--- src/rtl/rs_mul_gen_pkg.sv ---
// Shared widths and bus/entry types for the multiplier reservation station.
package rs_mul_gen_pkg;

    localparam int DATA_LEN    = 32;
    localparam int RRF_SEL     = 6;
    localparam int SPECTAG_LEN = 5;

    typedef struct packed {
        logic [DATA_LEN-1:0] rslt;
        logic [RRF_SEL-1:0]  dst;
        logic                kill;
    } wb_t;

    typedef struct packed {
        logic [RRF_SEL-1:0]     rrftag;
        logic                   dstval;
        logic [SPECTAG_LEN-1:0] spectag;
        logic                   specbit;
        logic                   src1_signed;
        logic                   src2_signed;
        logic                   sel_lohi;
    } ent_info_t;

    typedef struct packed {
        logic [DATA_LEN-1:0] src1;
        logic                valid1;
        logic [DATA_LEN-1:0] src2;
        logic                valid2;
        ent_info_t           info;
    } ent_load_t;

    function automatic logic spec_hit(input logic [SPECTAG_LEN-1:0] tag,
                                      input logic [SPECTAG_LEN-1:0] fix);
        return |(tag & fix);
    endfunction

endpackage

--- src/rtl/rs_mul_gen_ent.sv ---
// One reservation-station entry: busy/spec state, operand storage and
// two wakeup source managers snooping every writeback bus.
module rs_mul_gen_ent
    import rs_mul_gen_pkg::*;
#(
    parameter int WB_NUM = 7
) (
    input  logic                   clk,
    input  logic                   reset,
    input  logic                   we_i,
    input  ent_load_t              load_i,
    input  wb_t [WB_NUM-1:0]       wb_i,
    input  logic                   clr_i,
    input  logic                   prmiss_i,
    input  logic [SPECTAG_LEN-1:0] specfixtag_i,
    input  logic                   prsuccess_i,
    input  logic [SPECTAG_LEN-1:0] prtag_i,
    output logic                   busy_o,
    output logic                   busy_nxt_o,
    output logic                   ready_o,
    output logic [DATA_LEN-1:0]    src1_o,
    output logic [DATA_LEN-1:0]    src2_o,
    output ent_info_t              info_o
);

    logic                     busy_q, busy_d;
    ent_info_t                info_q, info_d;
    logic [1:0][DATA_LEN-1:0] src_q, src_d, wake_s, byp_s;
    logic [1:0]               valid_q, valid_d, hit_s;
    logic                     spec_clr_s;

    // Operand wakeup: descending scan so the lowest matching bus wins.
    always_comb begin
        for (int s = 0; s < 2; s++) begin
            hit_s[s]  = 1'b0;
            wake_s[s] = '0;
            for (int i = WB_NUM-1; i >= 0; i--) begin
                if (!wb_i[i].kill && (wb_i[i].dst == src_q[s][RRF_SEL-1:0])) begin
                    hit_s[s]  = busy_q & ~valid_q[s];
                    wake_s[s] = wb_i[i].rslt;
                end else begin
                    hit_s[s]  = hit_s[s];
                    wake_s[s] = wake_s[s];
                end
            end
            byp_s[s] = hit_s[s] ? wake_s[s] : src_q[s];
        end
    end

    // Next-state: wakeup capture, issue/kill clear, spec resolution, allocation last.
    always_comb begin
        spec_clr_s = prsuccess_i && (info_q.spectag == prtag_i);
        busy_d     = busy_q;
        info_d     = info_q;
        src_d      = src_q;
        valid_d    = valid_q;
        for (int s = 0; s < 2; s++) begin
            if (hit_s[s]) begin
                src_d[s]   = wake_s[s];
                valid_d[s] = 1'b1;
            end else begin
                valid_d[s] = valid_q[s];
            end
        end
        if (clr_i || (prmiss_i && spec_hit(info_q.spectag, specfixtag_i))) begin
            busy_d = 1'b0;
        end else begin
            busy_d = busy_q;
        end
        if (prmiss_i || spec_clr_s) begin
            info_d.specbit = 1'b0;
        end else begin
            info_d.specbit = info_q.specbit;
        end
        if (we_i) begin
            busy_d     = 1'b1;
            info_d     = load_i.info;
            src_d[0]   = load_i.src1;
            valid_d[0] = load_i.valid1;
            src_d[1]   = load_i.src2;
            valid_d[1] = load_i.valid2;
        end else begin
            busy_d = busy_d;
        end
    end

    // Entry state register.
    always_ff @(posedge clk) begin
        if (reset) begin
            busy_q  <= 1'b0;
            info_q  <= '0;
            src_q   <= '0;
            valid_q <= 2'b00;
        end else begin
            busy_q  <= busy_d;
            info_q  <= info_d;
            src_q   <= src_d;
            valid_q <= valid_d;
        end
    end

    // Issue-facing view; specbit reflects a same-cycle prsuccess clear.
    always_comb begin
        info_o         = info_q;
        info_o.specbit = info_q.specbit & ~spec_clr_s;
    end

    assign busy_o     = busy_q;
    assign busy_nxt_o = busy_d;
    assign ready_o    = busy_q & (valid_q[0] | hit_s[0]) & (valid_q[1] | hit_s[1]);
    assign src1_o     = byp_s[0];
    assign src2_o     = byp_s[1];

endmodule

--- src/rtl/rs_mul_gen.sv ---
// Multiplier reservation station: dual allocation, wakeup, single issue.
// RS_MUL_AGE_EN selects oldest-ready issue; otherwise lowest-index ready.
module rs_mul_gen
    import rs_mul_gen_pkg::*;
#(
    parameter int ENT_NUM = 4,
    parameter int WB_NUM  = 7,
    localparam int AW     = $clog2(ENT_NUM)
) (
    input  logic                          clk,
    input  logic                          reset,
    input  logic                          we1,
    input  logic                          we2,
    input  logic [AW-1:0]                 waddr1,
    input  logic [AW-1:0]                 waddr2,
    input  logic [DATA_LEN-1:0]           wsrc1_1,
    input  logic [DATA_LEN-1:0]           wsrc2_1,
    input  logic [DATA_LEN-1:0]           wsrc1_2,
    input  logic [DATA_LEN-1:0]           wsrc2_2,
    input  logic                          wvalid1_1,
    input  logic                          wvalid2_1,
    input  logic                          wvalid1_2,
    input  logic                          wvalid2_2,
    input  logic                          wdstval_1,
    input  logic                          wdstval_2,
    input  logic                          wspecbit_1,
    input  logic                          wspecbit_2,
    input  logic                          wsrc1_signed_1,
    input  logic                          wsrc1_signed_2,
    input  logic                          wsrc2_signed_1,
    input  logic                          wsrc2_signed_2,
    input  logic                          wsel_lohi_1,
    input  logic                          wsel_lohi_2,
    input  logic [RRF_SEL-1:0]            wrrftag_1,
    input  logic [RRF_SEL-1:0]            wrrftag_2,
    input  logic [SPECTAG_LEN-1:0]        wspectag_1,
    input  logic [SPECTAG_LEN-1:0]        wspectag_2,
    input  logic [WB_NUM*DATA_LEN-1:0]    exrslt,
    input  logic [WB_NUM*RRF_SEL-1:0]     exdst,
    input  logic [WB_NUM-1:0]             kill_spec,
    input  logic                          prmiss,
    input  logic                          prsuccess,
    input  logic [SPECTAG_LEN-1:0]        prtag,
    input  logic [SPECTAG_LEN-1:0]        specfixtag,
    output logic                          issue_valid,
    input  logic                          issue_ack,
    output logic [AW-1:0]                 issue_addr,
    output logic [DATA_LEN-1:0]           ex_src1,
    output logic [DATA_LEN-1:0]           ex_src2,
    output logic [RRF_SEL-1:0]            rrftag,
    output logic                          dstval,
    output logic [SPECTAG_LEN-1:0]        spectag,
    output logic                          specbit,
    output logic                          src1_signed,
    output logic                          src2_signed,
    output logic                          sel_lohi,
    output logic [ENT_NUM-1:0]            busyvec,
    output logic [AW:0]                   free_cnt
);

    localparam logic [AW:0] ENT_CNT = (AW+1)'(ENT_NUM);

    wb_t [WB_NUM-1:0]    wb_s;
    ent_load_t           load1_s, load2_s;
    logic [ENT_NUM-1:0]  ready_s, busy_s, busy_nxt_s;
    logic [DATA_LEN-1:0] src1_s [ENT_NUM];
    logic [DATA_LEN-1:0] src2_s [ENT_NUM];
    ent_info_t           info_s [ENT_NUM];
    ent_info_t           sel_info_s;
    logic [AW-1:0]       pick_addr_s, sel_addr_s, hold_addr_q, hold_addr_d;
    logic                hold_q, hold_d;
    logic [AW:0]         busy_cnt_s, free_cnt_q, free_cnt_d;
    logic                alloc1_s, alloc2_s, issue_clr_s;

    // Unflatten the writeback buses.
    always_comb begin
        for (int i = 0; i < WB_NUM; i++) begin
            wb_s[i].rslt = exrslt[i*DATA_LEN +: DATA_LEN];
            wb_s[i].dst  = exdst[i*RRF_SEL +: RRF_SEL];
            wb_s[i].kill = kill_spec[i];
        end
    end

    assign load1_s = '{src1: wsrc1_1, valid1: wvalid1_1, src2: wsrc2_1, valid2: wvalid2_1,
                       info: '{rrftag: wrrftag_1, dstval: wdstval_1, spectag: wspectag_1,
                               specbit: wspecbit_1, src1_signed: wsrc1_signed_1,
                               src2_signed: wsrc2_signed_1, sel_lohi: wsel_lohi_1}};
    assign load2_s = '{src1: wsrc1_2, valid1: wvalid1_2, src2: wsrc2_2, valid2: wvalid2_2,
                       info: '{rrftag: wrrftag_2, dstval: wdstval_2, spectag: wspectag_2,
                               specbit: wspecbit_2, src1_signed: wsrc1_signed_2,
                               src2_signed: wsrc2_signed_2, sel_lohi: wsel_lohi_2}};

    // A mispredict squashes allocations and acks of the same cycle.
    assign alloc1_s    = we1 & ~prmiss;
    assign alloc2_s    = we2 & ~prmiss;
    assign issue_clr_s = issue_valid & issue_ack & ~prmiss;

    for (genvar e = 0; e < ENT_NUM; e++) begin : g_ent
        logic      hit1_s, hit2_s;
        ent_load_t load_s;
        assign hit1_s = alloc1_s && (waddr1 == AW'(e));
        assign hit2_s = alloc2_s && (waddr2 == AW'(e));
        assign load_s = hit1_s ? load1_s : load2_s;

        rs_mul_gen_ent #(.WB_NUM(WB_NUM)) u_ent (
            .clk         (clk),
            .reset       (reset),
            .we_i        (hit1_s | hit2_s),
            .load_i      (load_s),
            .wb_i        (wb_s),
            .clr_i       (issue_clr_s && (sel_addr_s == AW'(e))),
            .prmiss_i    (prmiss),
            .specfixtag_i(specfixtag),
            .prsuccess_i (prsuccess),
            .prtag_i     (prtag),
            .busy_o      (busy_s[e]),
            .busy_nxt_o  (busy_nxt_s[e]),
            .ready_o     (ready_s[e]),
            .src1_o      (src1_s[e]),
            .src2_o      (src2_s[e]),
            .info_o      (info_s[e])
        );
    end

`ifdef RS_MUL_AGE_EN
    // age_q[i][j] set means entry i was allocated before entry j.
    logic [ENT_NUM-1:0][ENT_NUM-1:0] age_q, age_d;
    logic                            older_s;

    // Oldest-ready pick: ready and older than every other ready entry.
    always_comb begin
        pick_addr_s = '0;
        older_s     = 1'b0;
        for (int i = ENT_NUM-1; i >= 0; i--) begin
            older_s = ready_s[i];
            for (int j = 0; j < ENT_NUM; j++) begin
                if ((j != i) && ready_s[j] && !age_q[i][j]) begin
                    older_s = 1'b0;
                end else begin
                    older_s = older_s;
                end
            end
            if (older_s) begin
                pick_addr_s = AW'(i);
            end else begin
                pick_addr_s = pick_addr_s;
            end
        end
    end

    // New allocations become youngest; port 2 is younger than port 1.
    always_comb begin
        age_d = age_q;
        if (alloc1_s) begin
            for (int j = 0; j < ENT_NUM; j++) begin
                age_d[waddr1][j] = 1'b0;
                age_d[j][waddr1] = (j != int'(waddr1));
            end
        end else begin
            age_d = age_q;
        end
        if (alloc2_s) begin
            for (int j = 0; j < ENT_NUM; j++) begin
                age_d[waddr2][j] = 1'b0;
                age_d[j][waddr2] = (j != int'(waddr2));
            end
        end else begin
            age_d = age_d;
        end
    end

    // Age matrix register.
    always_ff @(posedge clk) begin
        if (reset) begin
            age_q <= '0;
        end else begin
            age_q <= age_d;
        end
    end
`else
    // Lowest-index ready pick.
    always_comb begin
        pick_addr_s = '0;
        for (int i = ENT_NUM-1; i >= 0; i--) begin
            if (ready_s[i]) begin
                pick_addr_s = AW'(i);
            end else begin
                pick_addr_s = pick_addr_s;
            end
        end
    end
`endif

    // Hold an unacknowledged selection while its entry stays ready.
    always_comb begin
        if (hold_q && ready_s[hold_addr_q]) begin
            sel_addr_s = hold_addr_q;
        end else begin
            sel_addr_s = pick_addr_s;
        end
        hold_d      = issue_valid & (~issue_ack | prmiss);
        hold_addr_d = sel_addr_s;
        busy_cnt_s  = '0;
        for (int i = 0; i < ENT_NUM; i++) begin
            busy_cnt_s = busy_cnt_s + {{AW{1'b0}}, busy_nxt_s[i]};
        end
        free_cnt_d = ENT_CNT - busy_cnt_s;
    end

    // Selection hold and free-count registers.
    always_ff @(posedge clk) begin
        if (reset) begin
            hold_q      <= 1'b0;
            hold_addr_q <= '0;
            free_cnt_q  <= ENT_CNT;
        end else begin
            hold_q      <= hold_d;
            hold_addr_q <= hold_addr_d;
            free_cnt_q  <= free_cnt_d;
        end
    end

    assign sel_info_s  = info_s[sel_addr_s];
    assign issue_valid = |ready_s;
    assign issue_addr  = sel_addr_s;
    assign ex_src1     = src1_s[sel_addr_s];
    assign ex_src2     = src2_s[sel_addr_s];
    assign rrftag      = sel_info_s.rrftag;
    assign dstval      = sel_info_s.dstval;
    assign spectag     = sel_info_s.spectag;
    assign specbit     = sel_info_s.specbit;
    assign src1_signed = sel_info_s.src1_signed;
    assign src2_signed = sel_info_s.src2_signed;
    assign sel_lohi    = sel_info_s.sel_lohi;
    assign busyvec     = busy_s;
    assign free_cnt    = free_cnt_q;

endmodule

--- config.mk ---
export PLATFORM = sky130hd
export DESIGN_NAME = rs_mul_gen
export DESIGN_NICKNAME = d
export VERILOG_FILES = /design/src/rtl/rs_mul_gen_pkg.sv /design/src/rtl/rs_mul_gen_ent.sv /design/src/rtl/rs_mul_gen.sv
export SDC_FILE = /design/constraint.sdc
export NUM_CORES = 2
export LEC_CHECK = 0
export CORE_MARGIN = 3
export CORE_UTILIZATION = 25
export CTS_BUF_LIST = sky130_fd_sc_hd__clkbuf_8
export DETAILED_ROUTE_END_ITERATION = 10
export PLACE_DENSITY = 0.5
export SYNTH_ARGS = -nofsm -noshare
export SYNTH_HDL_FRONTEND = slang
export SYNTH_SLANG_ARGS = --single-unit
--- constraint.sdc ---
create_clock -name clk -period 6.4 [get_ports clk]
set_input_delay 1.28 -clock clk [delete_from_list [all_inputs] [get_ports clk]]
set_output_delay 1.28 -clock clk [all_outputs]
set_load 0.02 [all_outputs]
**Yosys cells after proc, flatten, opt, wreduce, memory -nomap -nowiden**

Index checks and enable logic that the tools add are counted.

- Memories kept: 0
- Memory bits (read-only): 0
- Latch bits: 0
- Memory bits (writable): 0
- Register bits: 338
- Input port bits: 458

- Bitwise logic cells: 57
- Div/mod/pow operators: 0
- $add $sub $neg: 4
- Multipliers: 0
- $lt $le $gt $ge: 2
- Reduce and logical (&&, ||, !) cells: 112
- Mux-type cells: 172
- Shift operators: 0
- Equality and inequality tests: 69

Operator list:

| operator | count |
|---|---|
| two-way mux 32 bit | 68 |
| equality test 6 bit | 56 |
| two-way mux 82 bit | 4 |
| two-way mux 64 bit | 4 |
| binary-select mux 32 bit (select 2 bit) | 2 |
| logical AND 1 bit | 77 |
| two-way mux 1 bit | 77 |
| binary-select mux 16 bit (select 2 bit) | 1 |
| two-way mux 16 bit | 2 |
| bitwise AND 1 bit | 25 |
| nonzero test 2 bit | 12 |
| bitwise AND 5 bit | 4 |
| equality test 5 bit | 4 |
| OR reduction 5 bit | 4 |
| two-way mux 2 bit | 9 |
| two-way mux 4 bit | 4 |
| inverter 1 bit | 14 |
| OR 1 bit | 13 |
| equality test 2 bit, second input constant | 6 |
| logical OR 1 bit | 8 |
| zero test 1 bit | 7 |
| equality test 2 x 1 -> 1 bit, second input constant | 3 |
| zero test 2 bit | 3 |
| OR reduction 4 bit | 1 |
| other kinds (8) | 8 |

**Depth between registers and ports, before layout**

- Depth in word-level cells: 26
- Gate-level depth with buffers: 20

**Modules after synthesis**

Synthesis repeated with hierarchy kept, for this count alone.

- Cell total of the unflattened synthesis: 5910
- Area, all modules: 43671.9 µm²

Modules (own cells, without submodules):

| module | area each (µm²) | cells an instance | times used |
|---|---|---|---|
| rs_mul_gen_ent | 9156.3 | 1306 | 4 |
| rs_mul_gen | 7046.8 | 686 | 1 |

**Least setup slack after synthesis**

No wires, ideal clock.

- Path type: input to output
- Start: input port exdst[8]
- End: output port dstval
- Slack: 795 ps
- Buffers on the path: 3
- Arrival: 4325 ps
- Cell stages on the path: 12
- Required time: 5120 ps
- Cells stage by stage: buf_2 -> xor2_1 -> or4_1 -> nor4_4 -> nor3b_1 -> a31o_1 -> o32a_1 -> a22o_2 -> buf_6 -> buf_2 -> mux2i_1 -> mux2i_1

- Longest elaborated chain between the ends: 16
- Elaborated cells on any way between the ends: 60
- Those cells by class: eq/ne: 8; mux: 26; bitwise: 17; reduce/logical: 9

RTL lines:

| what | line | source |
|---|---|---|
| from (decl) | rs_mul_gen.sv:39 | `input logic [WB_NUM*RRF_SEL-1:0] exdst,` |
| equality test 6 bit | rs_mul_gen_ent.sv:38 | `if (!wb_i[i].kill && (wb_i[i].dst == src_q[s][RRF_SEL-1:0])) begin` |
| logical AND 1 bit | rs_mul_gen_ent.sv:38 |  |
| two-way mux 1 bit (2 in series) | rs_mul_gen_ent.sv:38 |  |
| OR 1 bit | rs_mul_gen_ent.sv:110 | `assign ready_o = busy_q & (valid_q[0] \| hit_s[0]) & (valid_q[1] \| hit_s[1]);` |
| bitwise AND 1 bit (2 in series) | rs_mul_gen_ent.sv:110 |  |
| two-way mux 2 bit (4 in series) | rs_mul_gen.sv:185 | `if (ready_s[i]) begin` |
| two-way mux 2 bit (*) | rs_mul_gen.sv:196 | `if (hold_q && ready_s[hold_addr_q]) begin` |
| named net issue_addr[1] | rs_mul_gen.sv:47 | `output logic [AW-1:0] issue_addr,` |
| inverter 2 -> 3 bit (not written as such) (*) | rs_mul_gen.sv:223 | `assign sel_info_s = info_s[sel_addr_s];` |
| binary-select mux 16 bit (select 2 bit) (*) | rs_mul_gen.sv:223 |  |
| two-way mux 16 bit (not written as such) (*) (2 in series) | rs_mul_gen.sv:223 |  |
| to (decl) | rs_mul_gen.sv:51 | `output logic dstval,` |

The timed path passes the listed nets; every way through them passes the cells marked *. The select of a mux whose other input is x is not followed.

**Worst setup path in the final report**

- Start: input port exdst[16]
- End: output port ex_src2[4]

- Longest elaborated chain between the ends: 17
- Elaborated cells on any way between the ends: 84
- Those cells by class: eq/ne: 8; mux: 50; bitwise: 17; reduce/logical: 9

RTL lines:

| what | line | source |
|---|---|---|
| equality test 6 bit | rs_mul_gen_ent.sv:38 |  |
| logical AND 1 bit | rs_mul_gen_ent.sv:38 |  |
| two-way mux 1 bit (3 in series) | rs_mul_gen_ent.sv:38 |  |
| OR 1 bit | rs_mul_gen_ent.sv:110 |  |
| bitwise AND 1 bit (2 in series) | rs_mul_gen_ent.sv:110 |  |
| two-way mux 2 bit (4 in series) | rs_mul_gen.sv:185 |  |
| two-way mux 2 bit | rs_mul_gen.sv:196 |  |
| inverter 2 -> 3 bit (not written as such) | rs_mul_gen.sv:227 | `assign ex_src2 = src2_s[sel_addr_s];` |
| binary-select mux 32 bit (select 2 bit) (*) | rs_mul_gen.sv:227 |  |
| two-way mux 32 bit (not written as such) (*) (2 in series) | rs_mul_gen.sv:227 |  |
| to (decl) | rs_mul_gen.sv:49 | `output logic [DATA_LEN-1:0] ex_src2,` |

Every way passes the cells marked *; elsewhere a longest branch is shown, timed or not. The select of a mux whose other input is x is not followed.

==> impl_metrics.yaml <==
worst_hold_path:
  timing.hold.worst_endpoint: "g_ent[3].u_ent.info_o[13]"
  hold_class: "flip-flop to flip-flop"
  hp-start: "g_ent[3].u_ent.info_o[13]"
  min_delay_path_depth: 2
drt:
  detail_route.drc_violations: 7
  firstDrtPassIters: 11
  routed_via_density: 6.49
  via_count: 54200
  postRouteAntennaNets: 0
  postRouteWirelength_um: 297000
  detail_route.iter0.violations: 9276
  wl_per_cell_um: 35.6
synth:
  synth_largest_type_area_fraction: 0.175
  synthDistinctLibCells: 79
  synthesis.area_um2: 38700
  dominantRegCellSynth: "dfxtp_1"
  synth_enable_flop_cells: 0
  yosys-top-cells-area: "dfxtp_1 (17%), nand2_1 (6.8%), clkbuf_1 (5.8%)"
  yosysWarningCount: 0
  synth.ff_latch_count: 338
  synth_fp_nets: 6031
  postSynthAreaPerCell_um2: 6.95
  postSynthCellCount: 5570
  synth_largest_area_cell: "dfxtp_1"
  synth_sequential_area_ratio: 0.175
  async_reset_ff_frac: 0
power:
  max-vdd-ir-drop_v: 0.000138
  comb_power_share: 0.333
  power_frac_seq: 0.317
  power_frac_clock: 0.350
  sw_frac_of_total: 0.384
  netSwitchingPower_mw: 2.85
  p_int_mw: 4.58
  leakagePower_nw: 20.8
  p_per_area_nw_per_um2: 139
sta:
  final-setup-viol-count: 5
  worst_pin_slew_ns: 1.04
  timing.final.crit_period_ns: 6.46
  maxClockFrequency_mhz: 155
  final.setup.worst_slack_ns: -0.0624
  timing.slew.headroom: 0.304
  layout_worst_path_cycle_share: 1.01
  report.final.slew_viol_count: 0
  timing.clock.skew_ns: 0.0519
  finalHoldViolations: 0
place:
  dpl.hpwl_um: 213000
  numPortBuffers: 547
  gp_congestion: 1.10
  detailedPlace.worstSlack_ns: -0.575
  placedInstanceArea_um2: 50700
critical_path:
  critPathLaunchType: "primary input"
  critical_path_arrival_ns: 5.18
  regToRegEndpoint: "free_cnt[2]"
  critical_path.max_fanout: 19
  critPathRequiredTime_ns: 5.12
  crit_path_end_kind: "output port"
  r2r.worst_path.cells: 20
  setup.worst_path.class: "primary input to output port"
  rr_startpoint: "g_ent[1].u_ent.src_q[32]"
  r2r_setup_slack_ns: 1.21
clock_tree:
  h-tree-depth: 3
  hold_buffers: 0
  root_buffer: "clkbuf_8"
  clkLatencyLatePin_ns: 0.82
  number_of_buffers_created_by_cts: 73
  cts.clk_slew.worst_paths_ns: 0.06
  cts_tree: "yes"
  clock_sink_count: 338
  max-clock-path-buffers: 3
floorplanning:
  start_util: 0.253
  fp-row-count: 143
  die-area_um2: 160000
  die_height_um: 400
  ios: 548
  core-area_um2: 153000
  die_width_um: 400
finish:
  post_route_cells_drive_above_1_share: 0.199
  fin_area_um2: 53500
  multi_input_comb_area_um2: 29000
  area_delta_synth_final_pct: 38.1
  area.sequential_um2: 6770
  num-nets-final: 6667
  n_fill_cell: 16200
global_route:
  globalRoute.totalOverflow: 0
  global_route_wire_length_before_repair_um: 404000
  first_global_vias: 49700
  grt_max_degree: 148
  grt_use_total: 0.353
  antenna_violations_before_repair: 66
run:
  max-cap-violations: 0
status:
  violations: "DRC, setup timing"
  status: "complete, but fails checks"
## cell usage in the layout (no fill, tap or decap), drive strengths merged, types with 53 or more instances in the layout
cell,synthesis,final
buf,223,884
nand2,704,704
clkdlybuf4s50,0,451
a21oi,424,424
dfxtp,338,338
nor2,312,312
o21ai,273,273
o22ai,258,258
xor2,240,240
mux2i,207,207
a211oi,186,186
o211a,178,178
nand3,175,175
inv,112,140
a311oi,121,121
xnor2,116,116
a221oi,102,102
clkbuf,606,100
a22oi,93,93
nor3,71,71
o211ai,68,68
mux2,65,65
a2111oi,64,64
o221ai,53,53
## flip-flops by register name, indices dropped and copies added (netlist names)
signal	flops
g_ent.u_ent.info_o	60
free_cnt	3
g_ent.u_ent.valid_q	8
g_ent.u_ent.src_q	256
g_ent.u_ent.busy_o	4
hold_q	1
g_ent.u_ent.info_q	4
hold_addr_q	2
## logic make-up after synthesis
group / count (synthesis) / share of synthesized area
buffers and inverters: 941 / 0.101
adder cells (fa/ha/maj): 3 / 0.00116
XOR/XNOR: 356 / 0.0805
AND/OR/NAND/NOR: 1511 / 0.175
multiplexers: 272 / 0.0724
AO/OA/AOI/OAI: 2149 / 0.395
flip-flops: 338 / 0.175
## cell usage after synthesis, drive strengths merged (116+ instances only)
cell and count:
o22ai 258, mux2i 207, a311oi 121, xor2 240, nor2 312, nand2 704, a21oi 424, dfxtp 338
a211oi 186, o21ai 273, buf 223, xnor2 116, clkbuf 606, o211a 178, nand3 175
## power groups by stage
stage          combinational, mW  clock, mW  sequential (mW)
6_report                    2.48       2.60             2.35
5_1_grt                     2.54       2.71             2.36
4_1_cts                     2.36       2.63             2.35
3_5_place_dp                2.33          0             2.39
3_3_place_gp                2.33          0             2.39
2_1_floorplan               1.10          0             2.30
## stage by stage
step / util / setup TNS [ns] / power, mW / hold WS (ns) / instances
6_report: 0.350 / -0.129 / 7.43 / 0.481 / 8342
5_1_grt: 0.350 / -0.0623 / 7.61 / 0.504 / 8329
4_1_cts: 0.344 / 0 / 7.34 / 0.482 / 8271
3_5_place_dp: 0.331 / -31.95 / 4.72 / 0.468 / 8133
3_3_place_gp: 0.331 / -42.61 / 4.72 / 0.467 / 8133
2_1_floorplan: - / 0 / 3.40 / 0.458 / 5570
## critical path: stages
cell	delay, ns
clkdlybuf4s50_1	0.59
buf_4	0.23
buf_4	0.14
xnor2_1	0.11
nand3_1	0.27
nor2_2	0.13
nor3_2	0.31
buf_6	0.34
buf_4	0.40
a211oi_1	0.20
buf_4	0.17
o22ai_1	0.23
mux2i_1	0.15
mux2_1	0.32
clkdlybuf4s15_2	0.26
## how the worst max path moves through the flow
stage	slack, ns	endpoint	from
6_report	-0.06	ex_src2[4]	exdst[16]
5_1_grt	-0.03	specbit	exdst[13]
4_1_cts	0.002	ex_src1[22]	exdst[0]
3_5_place_dp	-0.58	ex_src2[31]	exdst[14]
3_3_place_gp	-0.74	ex_src2[31]	exdst[14]
2_1_floorplan	0.80	dstval	exdst[8]
## per-layer routing
layer	track usage	routed length [um]	up-vias
met4	0.269	27200	10
met5	0	141	-
met2	0.533	126000	4771
met3	0.104	37400	1216
li1	-	-	22200
met1	0.420	106000	25900
## layout make-up
| type | count | share of cell area |
|---|---|---|
| antenna | 52 | 0.00243 |
| timing repair buffer | 1390 | 0.245 |
| multi-input combinational | 4291 | 0.542 |
| clock inverter | 40 | 0.00517 |
| tap | 2030 | 0.0475 |
| clock buffer | 89 | 0.0229 |
| sequential | 338 | 0.126 |
| inverter | 112 | 0.00795 |
## timing repair
action | 4_1_cts | 5_1_grt
cloned | 2 | 2
gates resized for setup | 212 | 138
pin swaps | 14 | 32
setup endpoints to repair | 82 | 77
setup buffers | 8 | 18
Note: power is estimated with default switching activity, not from simulation.
